[config.mk]
export PLATFORM = sky130hd
export DESIGN_NAME = qpu_event_timing_queue_flat
export DESIGN_NICKNAME = d
export VERILOG_FILES = /design/src/rtl/qpu_event_timing_queue_if.sv /design/src/rtl/qpu_event_timing_queue.sv /design/src/flat_wrapper.sv
export SDC_FILE = /design/constraint.sdc
export NUM_CORES = 1
export LEC_CHECK = 0
export ABC_AREA = 0
export CAP_MARGIN = 20
export CORE_ASPECT_RATIO = 1.75
export CORE_MARGIN = 4
export CORE_UTILIZATION = 30
export CTS_BUF_LIST = sky130_fd_sc_hd__clkbuf_8 sky130_fd_sc_hd__clkbuf_16
export DETAILED_ROUTE_END_ITERATION = 8
export SYNTH_ARGS = -nofsm -noshare
export SYNTH_HDL_FRONTEND = slang
export SYNTH_SLANG_ARGS = --single-unit
[constraint.sdc]
create_clock -name clk -period 25.8 [get_ports clk]
set_input_delay 7.74 -clock clk [delete_from_list [all_inputs] [get_ports clk]]
set_output_delay 7.74 -clock clk [all_outputs]
set_load 0.01 [all_outputs]
[src/rtl/qpu_event_timing_queue_if.sv]
// Handshake bundle between the QIU write-back stage, the event queue and the
// analog/waveform interface: push channel in, issue channel out.
interface qpu_event_timing_queue_if #(
    parameter int EVENT_WIRE_WIDTH = 64,
    parameter int EVENT_NUM        = 10,
    parameter int TQGL_WIDTH       = 24,
    parameter int TIME_WIDTH       = 32
);
    logic                        eq_i_valid;
    logic                        eq_i_ready;
    logic [EVENT_WIRE_WIDTH-1:0] eq_i_edata;
    logic [EVENT_NUM-1:0]        eq_i_oprand;
    logic [TQGL_WIDTH-1:0]       eq_i_tqgl;
    logic [TIME_WIDTH-1:0]       eq_i_tdata;

    logic                        evt_o_valid;
    logic [EVENT_WIRE_WIDTH-1:0] evt_o_edata;
    logic [EVENT_NUM-1:0]        evt_o_oprand;
    logic [TQGL_WIDTH-1:0]       evt_o_tqgl;
    logic                        evt_o_late;

    modport master (
        output eq_i_valid, eq_i_edata, eq_i_oprand, eq_i_tqgl, eq_i_tdata,
        input  eq_i_ready,
        input  evt_o_valid, evt_o_edata, evt_o_oprand, evt_o_tqgl, evt_o_late
    );

    modport slave (
        input  eq_i_valid, eq_i_edata, eq_i_oprand, eq_i_tqgl, eq_i_tdata,
        output eq_i_ready,
        output evt_o_valid, evt_o_edata, evt_o_oprand, evt_o_tqgl, evt_o_late
    );
endinterface

[src/rtl/qpu_event_timing_queue.sv]
// Timestamped event FIFO: holds write-back bundles in order and releases the
// head exactly when the free-running QPU timer reaches its timestamp.
module qpu_event_timing_queue #(
    parameter int EVENT_WIRE_WIDTH = 64,
    parameter int EVENT_NUM        = 10,
    parameter int TQGL_WIDTH       = 24,
    parameter int TIME_WIDTH       = 32,
    parameter int DEPTH            = 8
) (
    input  logic                       clk,
    input  logic                       rst_n,
    input  logic                       timer_en,
    input  logic                       timer_clr,
    input  logic                       flush,
    input  logic                       late_err_clr,
    qpu_event_timing_queue_if.slave    eq_if,
    output logic                       late_err,
    output logic [TIME_WIDTH-1:0]      timer_o,
    output logic [$clog2(DEPTH):0]     eq_o_count,
    output logic                       eq_o_empty,
    output logic                       eq_o_full
);
    localparam int PTR_W = $clog2(DEPTH);
    localparam logic [PTR_W:0] FULL_COUNT = (PTR_W + 1)'(DEPTH);

    typedef struct packed {
        logic [TIME_WIDTH-1:0]       tdata;
        logic [EVENT_WIRE_WIDTH-1:0] edata;
        logic [EVENT_NUM-1:0]        oprand;
        logic [TQGL_WIDTH-1:0]       tqgl;
    } entry_t;

    entry_t                mem_q [DEPTH];
    entry_t                mem_d [DEPTH];
    logic [PTR_W-1:0]      wr_ptr_q, wr_ptr_d;
    logic [PTR_W-1:0]      rd_ptr_q, rd_ptr_d;
    logic [PTR_W:0]        count_q, count_d;
    logic [TIME_WIDTH-1:0] timer_q, timer_d;
    logic                  late_err_q, late_err_d;

    entry_t                head;
    entry_t                in_entry;
    logic [TIME_WIDTH-1:0] diff;
    logic                  empty, full, ready, push, pop, is_late;

    // Wrap-safe lateness: a negative (MSB set) distance to the head timestamp means late.
    always_comb begin
        empty    = (count_q == '0);
        full     = (count_q == FULL_COUNT);
        head     = mem_q[rd_ptr_q];
        diff     = head.tdata - timer_q;
        is_late  = diff[TIME_WIDTH-1];
        ready    = ~full & ~flush;
        push     = eq_if.eq_i_valid & ready;
        pop      = rst_n & ~empty & timer_en & ~flush & ((diff == '0) | is_late);
        in_entry = '{tdata:  eq_if.eq_i_tdata,
                     edata:  eq_if.eq_i_edata,
                     oprand: eq_if.eq_i_oprand,
                     tqgl:   eq_if.eq_i_tqgl};
    end

    always_comb begin
        timer_d    = timer_q;
        late_err_d = late_err_q;
        wr_ptr_d   = wr_ptr_q;
        rd_ptr_d   = rd_ptr_q;
        count_d    = count_q;
        mem_d      = mem_q;

        if (timer_clr) begin
            timer_d = '0;
        end else if (timer_en) begin
            timer_d = timer_q + 1'b1;
        end

        if (pop & is_late) begin
            late_err_d = 1'b1;
        end else if (late_err_clr) begin
            late_err_d = 1'b0;
        end

        if (flush) begin
            wr_ptr_d = '0;
            rd_ptr_d = '0;
            count_d  = '0;
        end else begin
            if (push) begin
                mem_d[wr_ptr_q] = in_entry;
                wr_ptr_d        = wr_ptr_q + 1'b1;
            end
            if (pop) begin
                rd_ptr_d = rd_ptr_q + 1'b1;
            end
            case ({push, pop})
                2'b10:   count_d = count_q + 1'b1;
                2'b01:   count_d = count_q - 1'b1;
                default: count_d = count_q;
            endcase
        end
    end

    always_ff @(posedge clk) begin
        if (!rst_n) begin
            timer_q    <= '0;
            late_err_q <= 1'b0;
            wr_ptr_q   <= '0;
            rd_ptr_q   <= '0;
            count_q    <= '0;
        end else begin
            timer_q    <= timer_d;
            late_err_q <= late_err_d;
            wr_ptr_q   <= wr_ptr_d;
            rd_ptr_q   <= rd_ptr_d;
            count_q    <= count_d;
        end
    end

    // Payload storage needs no reset; outputs are masked whenever the queue is empty.
    always_ff @(posedge clk) begin
        mem_q <= mem_d;
    end

    always_comb begin
        eq_if.eq_i_ready   = ready;
        eq_if.evt_o_valid  = pop;
        eq_if.evt_o_late   = pop & is_late;
        eq_if.evt_o_edata  = empty ? '0 : head.edata;
        eq_if.evt_o_oprand = empty ? '0 : head.oprand;
        eq_if.evt_o_tqgl   = empty ? '0 : head.tqgl;
        late_err           = late_err_q;
        timer_o            = timer_q;
        eq_o_count         = count_q;
        eq_o_empty         = empty;
        eq_o_full          = full;
    end
endmodule

[src/flat_wrapper.sv]
// flat-port wrapper written by rule: the top's interface ports become plain ports
module qpu_event_timing_queue_flat 
#(
    parameter int EVENT_WIRE_WIDTH = 64,
    parameter int EVENT_NUM        = 10,
    parameter int TQGL_WIDTH       = 24,
    parameter int TIME_WIDTH       = 32,
    parameter int DEPTH            = 8
)
  (clk, rst_n, timer_en, timer_clr, flush, late_err_clr, late_err, timer_o, eq_o_count, eq_o_empty, eq_o_full, eq_if_eq_i_valid, eq_if_eq_i_edata, eq_if_eq_i_oprand, eq_if_eq_i_tqgl, eq_if_eq_i_tdata, eq_if_eq_i_ready, eq_if_evt_o_valid, eq_if_evt_o_edata, eq_if_evt_o_oprand, eq_if_evt_o_tqgl, eq_if_evt_o_late);
  qpu_event_timing_queue_if #(.EVENT_WIRE_WIDTH(EVENT_WIRE_WIDTH), .EVENT_NUM(EVENT_NUM), .TQGL_WIDTH(TQGL_WIDTH), .TIME_WIDTH(TIME_WIDTH)) eq_if_i ();
  input  logic clk;
  input  logic rst_n;
  input  logic timer_en;
  input  logic timer_clr;
  input  logic flush;
  input  logic late_err_clr;
  output logic late_err;
  output logic [TIME_WIDTH-1:0] timer_o;
  output logic [$clog2(DEPTH):0] eq_o_count;
  output logic eq_o_empty;
  output logic eq_o_full;
  input wire logic [$bits(eq_if_i.eq_i_valid)-1:0] eq_if_eq_i_valid;
  input wire logic [$bits(eq_if_i.eq_i_edata)-1:0] eq_if_eq_i_edata;
  input wire logic [$bits(eq_if_i.eq_i_oprand)-1:0] eq_if_eq_i_oprand;
  input wire logic [$bits(eq_if_i.eq_i_tqgl)-1:0] eq_if_eq_i_tqgl;
  input wire logic [$bits(eq_if_i.eq_i_tdata)-1:0] eq_if_eq_i_tdata;
  output wire logic [$bits(eq_if_i.eq_i_ready)-1:0] eq_if_eq_i_ready;
  output wire logic [$bits(eq_if_i.evt_o_valid)-1:0] eq_if_evt_o_valid;
  output wire logic [$bits(eq_if_i.evt_o_edata)-1:0] eq_if_evt_o_edata;
  output wire logic [$bits(eq_if_i.evt_o_oprand)-1:0] eq_if_evt_o_oprand;
  output wire logic [$bits(eq_if_i.evt_o_tqgl)-1:0] eq_if_evt_o_tqgl;
  output wire logic [$bits(eq_if_i.evt_o_late)-1:0] eq_if_evt_o_late;
  assign eq_if_i.eq_i_valid = eq_if_eq_i_valid;
  assign eq_if_i.eq_i_edata = eq_if_eq_i_edata;
  assign eq_if_i.eq_i_oprand = eq_if_eq_i_oprand;
  assign eq_if_i.eq_i_tqgl = eq_if_eq_i_tqgl;
  assign eq_if_i.eq_i_tdata = eq_if_eq_i_tdata;
  assign eq_if_eq_i_ready = eq_if_i.eq_i_ready;
  assign eq_if_evt_o_valid = eq_if_i.evt_o_valid;
  assign eq_if_evt_o_edata = eq_if_i.evt_o_edata;
  assign eq_if_evt_o_oprand = eq_if_i.evt_o_oprand;
  assign eq_if_evt_o_tqgl = eq_if_i.evt_o_tqgl;
  assign eq_if_evt_o_late = eq_if_i.evt_o_late;
  qpu_event_timing_queue #(.EVENT_WIRE_WIDTH(EVENT_WIRE_WIDTH), .EVENT_NUM(EVENT_NUM), .TQGL_WIDTH(TQGL_WIDTH), .TIME_WIDTH(TIME_WIDTH), .DEPTH(DEPTH)) u_core (.clk(clk), .rst_n(rst_n), .timer_en(timer_en), .timer_clr(timer_clr), .flush(flush), .late_err_clr(late_err_clr), .eq_if(eq_if_i), .late_err(late_err), .timer_o(timer_o), .eq_o_count(eq_o_count), .eq_o_empty(eq_o_empty), .eq_o_full(eq_o_full));
endmodule
After elaboration in Yosys (flattened, before gate mapping)
Index checks and enable logic that the tools add are counted.
{"block": "classes", "add_sub_neg": 6, "magnitude_cmp": 3, "n_eq_ne": 3, "n_mux": 12, "n_bitwise": 14, "reduce_logical": 8}
{"operator": "$bwmux W1040", "count": 1}
{"operator": "$bmux W130 S3", "count": 1}
{"operator": "$demux W130 S3", "count": 1}
{"operator": "$mux W130", "count": 3}
{"operator": "$mux W64", "count": 1}
{"operator": "$add A32 B1 Y32 const B", "count": 1}
{"operator": "$logic_not A32 Y1", "count": 1}
{"operator": "$sub A32 B32 Y32", "count": 1}
{"operator": "$mux W24", "count": 1}
{"operator": "$mux W10", "count": 1}
{"operator": "$ge A4 B4 Y1 const B", "count": 2}
{"operator": "$not A3 Y4", "count": 2}
{"operator": "$pmux W4 S2", "count": 1}
{"operator": "$and A1 B1 Y1", "count": 7}
{"operator": "$add A3 B1 Y3 const B", "count": 2}
{"operator": "$add A4 B1 Y4 const B", "count": 1}
{"operator": "$eq A4 B4 Y1 const B", "count": 1}
{"operator": "$logic_not A4 Y1", "count": 1}
{"operator": "$lt A4 B1 Y1 const B", "count": 1}
{"operator": "$not A1 Y1", "count": 4}
{"operator": "$reduce_bool A2 Y1", "count": 2}
{"operator": "$reduce_or A2 Y1", "count": 2}
{"operator": "$sub A4 B1 Y4 const B", "count": 1}
{"operator": "$eq A2 B1 Y1 const B", "count": 1}
{"operator": "5 further kinds", "count": 6}
{"block": "word_totals", "register_bits": 1083, "inputBits": 137, "word_cells": 83}

Logic depth before layout (Yosys ltp)
{"block": "depth", "depth_word": 10, "ltp_mapped": 24, "mapped_depth_nobuf": 21}

Worst setup path before layout
Ideal clock, no wire load.
{"block": "synth_timing", "path_type": "input to register", "start": "input flush", "end": "register u_core.mem_q[1000] (netlist bit) (enable)", "setup_time_ps": 779, "arrival_ps": 17311, "t_required_ps": 25021, "setup_slack_ps": 7711, "cell_stages": 4, "path_buffers": 0, "path_cell_list": "nor2_1 nand2_1 or2_2 nor3_1"}
{"block": "synth_between", "elab_chain_cells": 4}
{"element": "from (decl)", "line_no": "flat_wrapper.sv:16", "rtl": "input logic flush;"}
{"element": "$not A1 Y1 (no source line) (*)"}
{"element": "$and A1 B1 Y1", "line_no": "qpu_event_timing_queue.sv:53", "rtl": "ready = ~full & ~flush;"}
{"element": "$and A1 B1 Y1", "line_no": "qpu_event_timing_queue.sv:54", "rtl": "push = eq_if.eq_i_valid & ready;"}
{"element": "$reduce_and A2 Y1 (no source line) (*)"}
{"element": "to (signal assigned)", "line_no": "qpu_event_timing_queue.sv:120", "rtl": "mem_q <= mem_d;"}
{"element": "to (decl)", "line_no": "qpu_event_timing_queue.sv:33", "rtl": "entry_t mem_q [DEPTH];"}
Mark *: on every way between the ends. The rest lies on a longest branch, timed or not.
A chain may end at the register's enable or synchronous reset.

Worst setup path after layout
{"block": "layout_timing", "start": "input rst_n", "end": "output eq_if_evt_o_valid"}
{"block": "layout_between", "elab_chain_cells": 4}
{"element": "from (decl)", "line_no": "flat_wrapper.sv:13", "rtl": "input logic rst_n;"}
{"element": "$and A1 B1 Y1 (4 in series)", "line_no": "qpu_event_timing_queue.sv:55", "rtl": "pop = rst_n & ~empty & timer_en & ~flush & ((diff == '0) | is_late);"}
{"element": "to (decl)", "line_no": "flat_wrapper.sv:29", "rtl": "output wire logic [$bits(eq_if_i.evt_o_valid)-1:0] eq_if_evt_o_valid;"}
Every way passes these cells.

==> results.ini <==
[status]
outcome=completed

[timing]
max_freq_ghz=0.0579
hold_viol_final=0
holdWs_ns=0.496
worst_slew_pin_slew_ns=0.981
period_minus_slack_ns=17.28
clock_skew_ns=0.0266
final.setup.tns_ns=0
min_period_over_period_pct=67.0
maxSlewViolCount=0
slew_headroom_pct=34.6
rsz0062_at_grt=false
finalSetupViolations=0

[drt]
ant_nets=0
vias=21500
dr.pass1.iters=5
via_per_inst=4.84
drc=0
drt_iter0_markers=1386
wl_mm=103
wl_per_cell_microns=23.2

[cts]
post_cts_resized=0
cts.sinks=1083
cts_made_buffers=99
post-cts-setup-buffers=0
clk_pin_slew_ns=0.06
h-tree-depth=3
clk_path_buf_depth=3
insertion_delay_ns=0.70
hold_buffers=0
cts_tree=built
clockRootBuffer=clkbuf_16

[critical_path]
worst_setup_path_start_kind=input pin
timing.rr.end=u_core.eq_o_count[3]
critPathMaxFanout=4
path_cells=clkdlybuf4s50_1 > nor2b_1 > nand3_1 > a21oi_2 > clkdlybuf4s50_1
r2r-start=u_core.rd_ptr_q[2]
crit_path_end_kind=primary output
crit_slowest_cell=clkdlybuf4s50_1
path_buf_inv=2
worstRegToRegCells=21
crit_path_frequent_cell=clkdlybuf4s50_1
cp.arrival_ns=9.54
reg2reg_slack_ns=18.39
crit_family=buffers and inverters
critPathKind=in -> out
max_stage_delay_ns=0.59
critPathRequiredTime_ns=18.06

[hold_path]
hold_end=u_core.wr_ptr_q[0]
hold_path_class=reg -> reg
hp-start=u_core.wr_ptr_q[0]
hold-path-cell-count=2

[yosys]
avgSynthCellArea_sq_um=19.9
async_flop_share_pct=0
synthMuxAreaShare_pct=16.8
yosysWarningCount=0
synth_xor_area_share_pct=1.11
yosys.area_share.simple_pct=3.44
synth-seq-cells=1083
synth_edf_count=1040
synth_ff_type=edfxtp_1
syn_inst=2175
synth_compound_area_share_pct=1.96
netlist_area_sq_um=43200
seq_area_frac_synth_pct=74.2
syn_nets=2351
ys_types=60
synth_fa_ha_area_share_pct=1.16
synth_top_family_by_area=multiplexers

[final_layout]
final_cell_mix=edfxtp_1, clkdlybuf4s50_1, mux4_2
final_nets=2660
fillers=13400
syn2layout_area_growth_pct=19.1
post-route-util_pct=35.9
layout-drive-gt1-share_pct=19.5
layout_commonest_cell=edfxtp_1

[die]
num_rows=184
initial_core_util_pct=30.1
dieArea_sq_um=151000
io_pins=277
die_w_microns=295
die_height_microns=510
core_sq_um=143000

[placement]
place_congestion=0.869
hpwl_mm=58.5
port_buffers=276

[global_route]
grt_pass1_wl_mm=152
grt-ovfl-total=0
antenna_found_initial=15
grt_pass1_vias=23000
track_usage_pct=13.6
grt_max_degree=100

[pwr]
p_total_mw=3.51
peakVddDrop_mv=0.0620
powerDensity_nw_per_um2=68.1
leakagePower_nw=15.4

[job]
max_cap_violations=0

## metal layers
metal | global-route usage, % | routed length, microns
met2 | 24.1 | 52500
met1 | 16.3 | 41200
met3 | 3.07 | 6000
met4 | 4.98 | 3160
met5 | 0 | 66
## cells in the mapped netlist (3+ instances only)
library cell  count  area share [%]
ha_1             37             1.1
mux2i_1         107             2.5
a31oi_1           6           0.087
or3_1             3           0.043
mux4_2          260              14
a211oi_1          7            0.12
a21oi_1          42            0.49
nand2b_1         10            0.14
a211oi_2          3           0.087
nor2b_1           4           0.058
o21ai_1           8           0.093
o21a_1            7            0.12
buf_1            43            0.37
edfxtp_1       1040              72
nand3_1          18            0.21
and3_1            7            0.10
and2_1            5           0.072
nor3_1           16            0.19
clkbuf_1         52            0.45
nand4_1          19            0.27
xor2_1           15            0.30
o21ai_0          20            0.23
o2111ai_1         4           0.081
mux2_2           29            0.76
xnor2_1          40            0.81
inv_1            41            0.36
nand3b_1          3           0.052
o211ai_1          4           0.069
nor4_1            8            0.12
nor2_1          169             1.5
and4_1            3           0.061
nand2_1          51            0.44
a21o_1           10            0.17
buf_2             8           0.093
dfxtp_1          43             2.0
## final cells by class
| type | instances | area (sq um) | share of cell area (%) |
|---|---|---|---|
| sequential | 1083 | 32100 | 62.3 |
| antenna | 9 | 22.5 | 0.0437 |
| inverter | 42 | 160 | 0.311 |
| tap | 1860 | 2330 | 4.52 |
| clock inverter | 80 | 644 | 1.25 |
| clock buffer | 102 | 2550 | 4.95 |
| timing repair buffer | 312 | 3070 | 5.96 |
| multi-input combinational | 946 | 10600 | 20.7 |
## power breakdown
part           internal (mW)  switching, mW
clock                  0.794          0.649
sequential              1.94        0.00301
combinational         0.0537         0.0698
## kinds of logic (layout without fill, tap and decap cells)
kind of cell / count (synthesis) / count (layout)
AOI/OAI and AO/OA: 128 / 128
adders and majority gates: 39 / 39
other: 0 / 9
xor gates and xnor gates: 55 / 55
buffers and inverters: 146 / 536
DFF: 1083 / 1083
and+or+nand+nor: 327 / 327
muxes: 397 / 397
## per-stage QoR
| step | setup slack (ns) | instance area, sq um | cells |
|---|---|---|---|
| final | 8.52 | 51500 | 4434 |
| after global routing | 8.42 | 51500 | 4426 |
| after CTS | 8.53 | 51500 | 4425 |
| after detailed placement | 8.54 | 48300 | 4243 |
| after global placement | 8.55 | 48300 | 4243 |
| after floorplan | 7.71 | 43200 | 2175 |
## state kept, by name, indices dropped and copies added, names as in the netlist
| name | count |
|---|---|
| u_core.eq_o_count | 4 |
| u_core.late_err | 1 |
| u_core.mem_q | 1040 |
| u_core.rd_ptr_q | 3 |
| u_core.timer_o | 32 |
| u_core.wr_ptr_q | 3 |
## worst max-delay path by stage
stage / to / cells past startpoint / slack (ns) / from
final: eq_if_evt_o_valid / 5 / 8.52 / rst_n
after global placement: eq_if_evt_o_valid / 5 / 8.55 / rst_n
after global routing: eq_if_evt_o_valid / 5 / 8.42 / rst_n
after floorplan: u_core.mem_q[1000] / 4 / 7.71 / flush
after CTS: eq_if_evt_o_valid / 5 / 8.53 / rst_n
after detailed placement: eq_if_evt_o_valid / 5 / 8.54 / rst_n
## tightest hold or removal path: stages (launching register included)
cell	delay, ns
dfxtp_1	0.33
nand2_1	0.06
a21oi_1	0.06
Note: power is estimated with default switching activity, not from simulation.
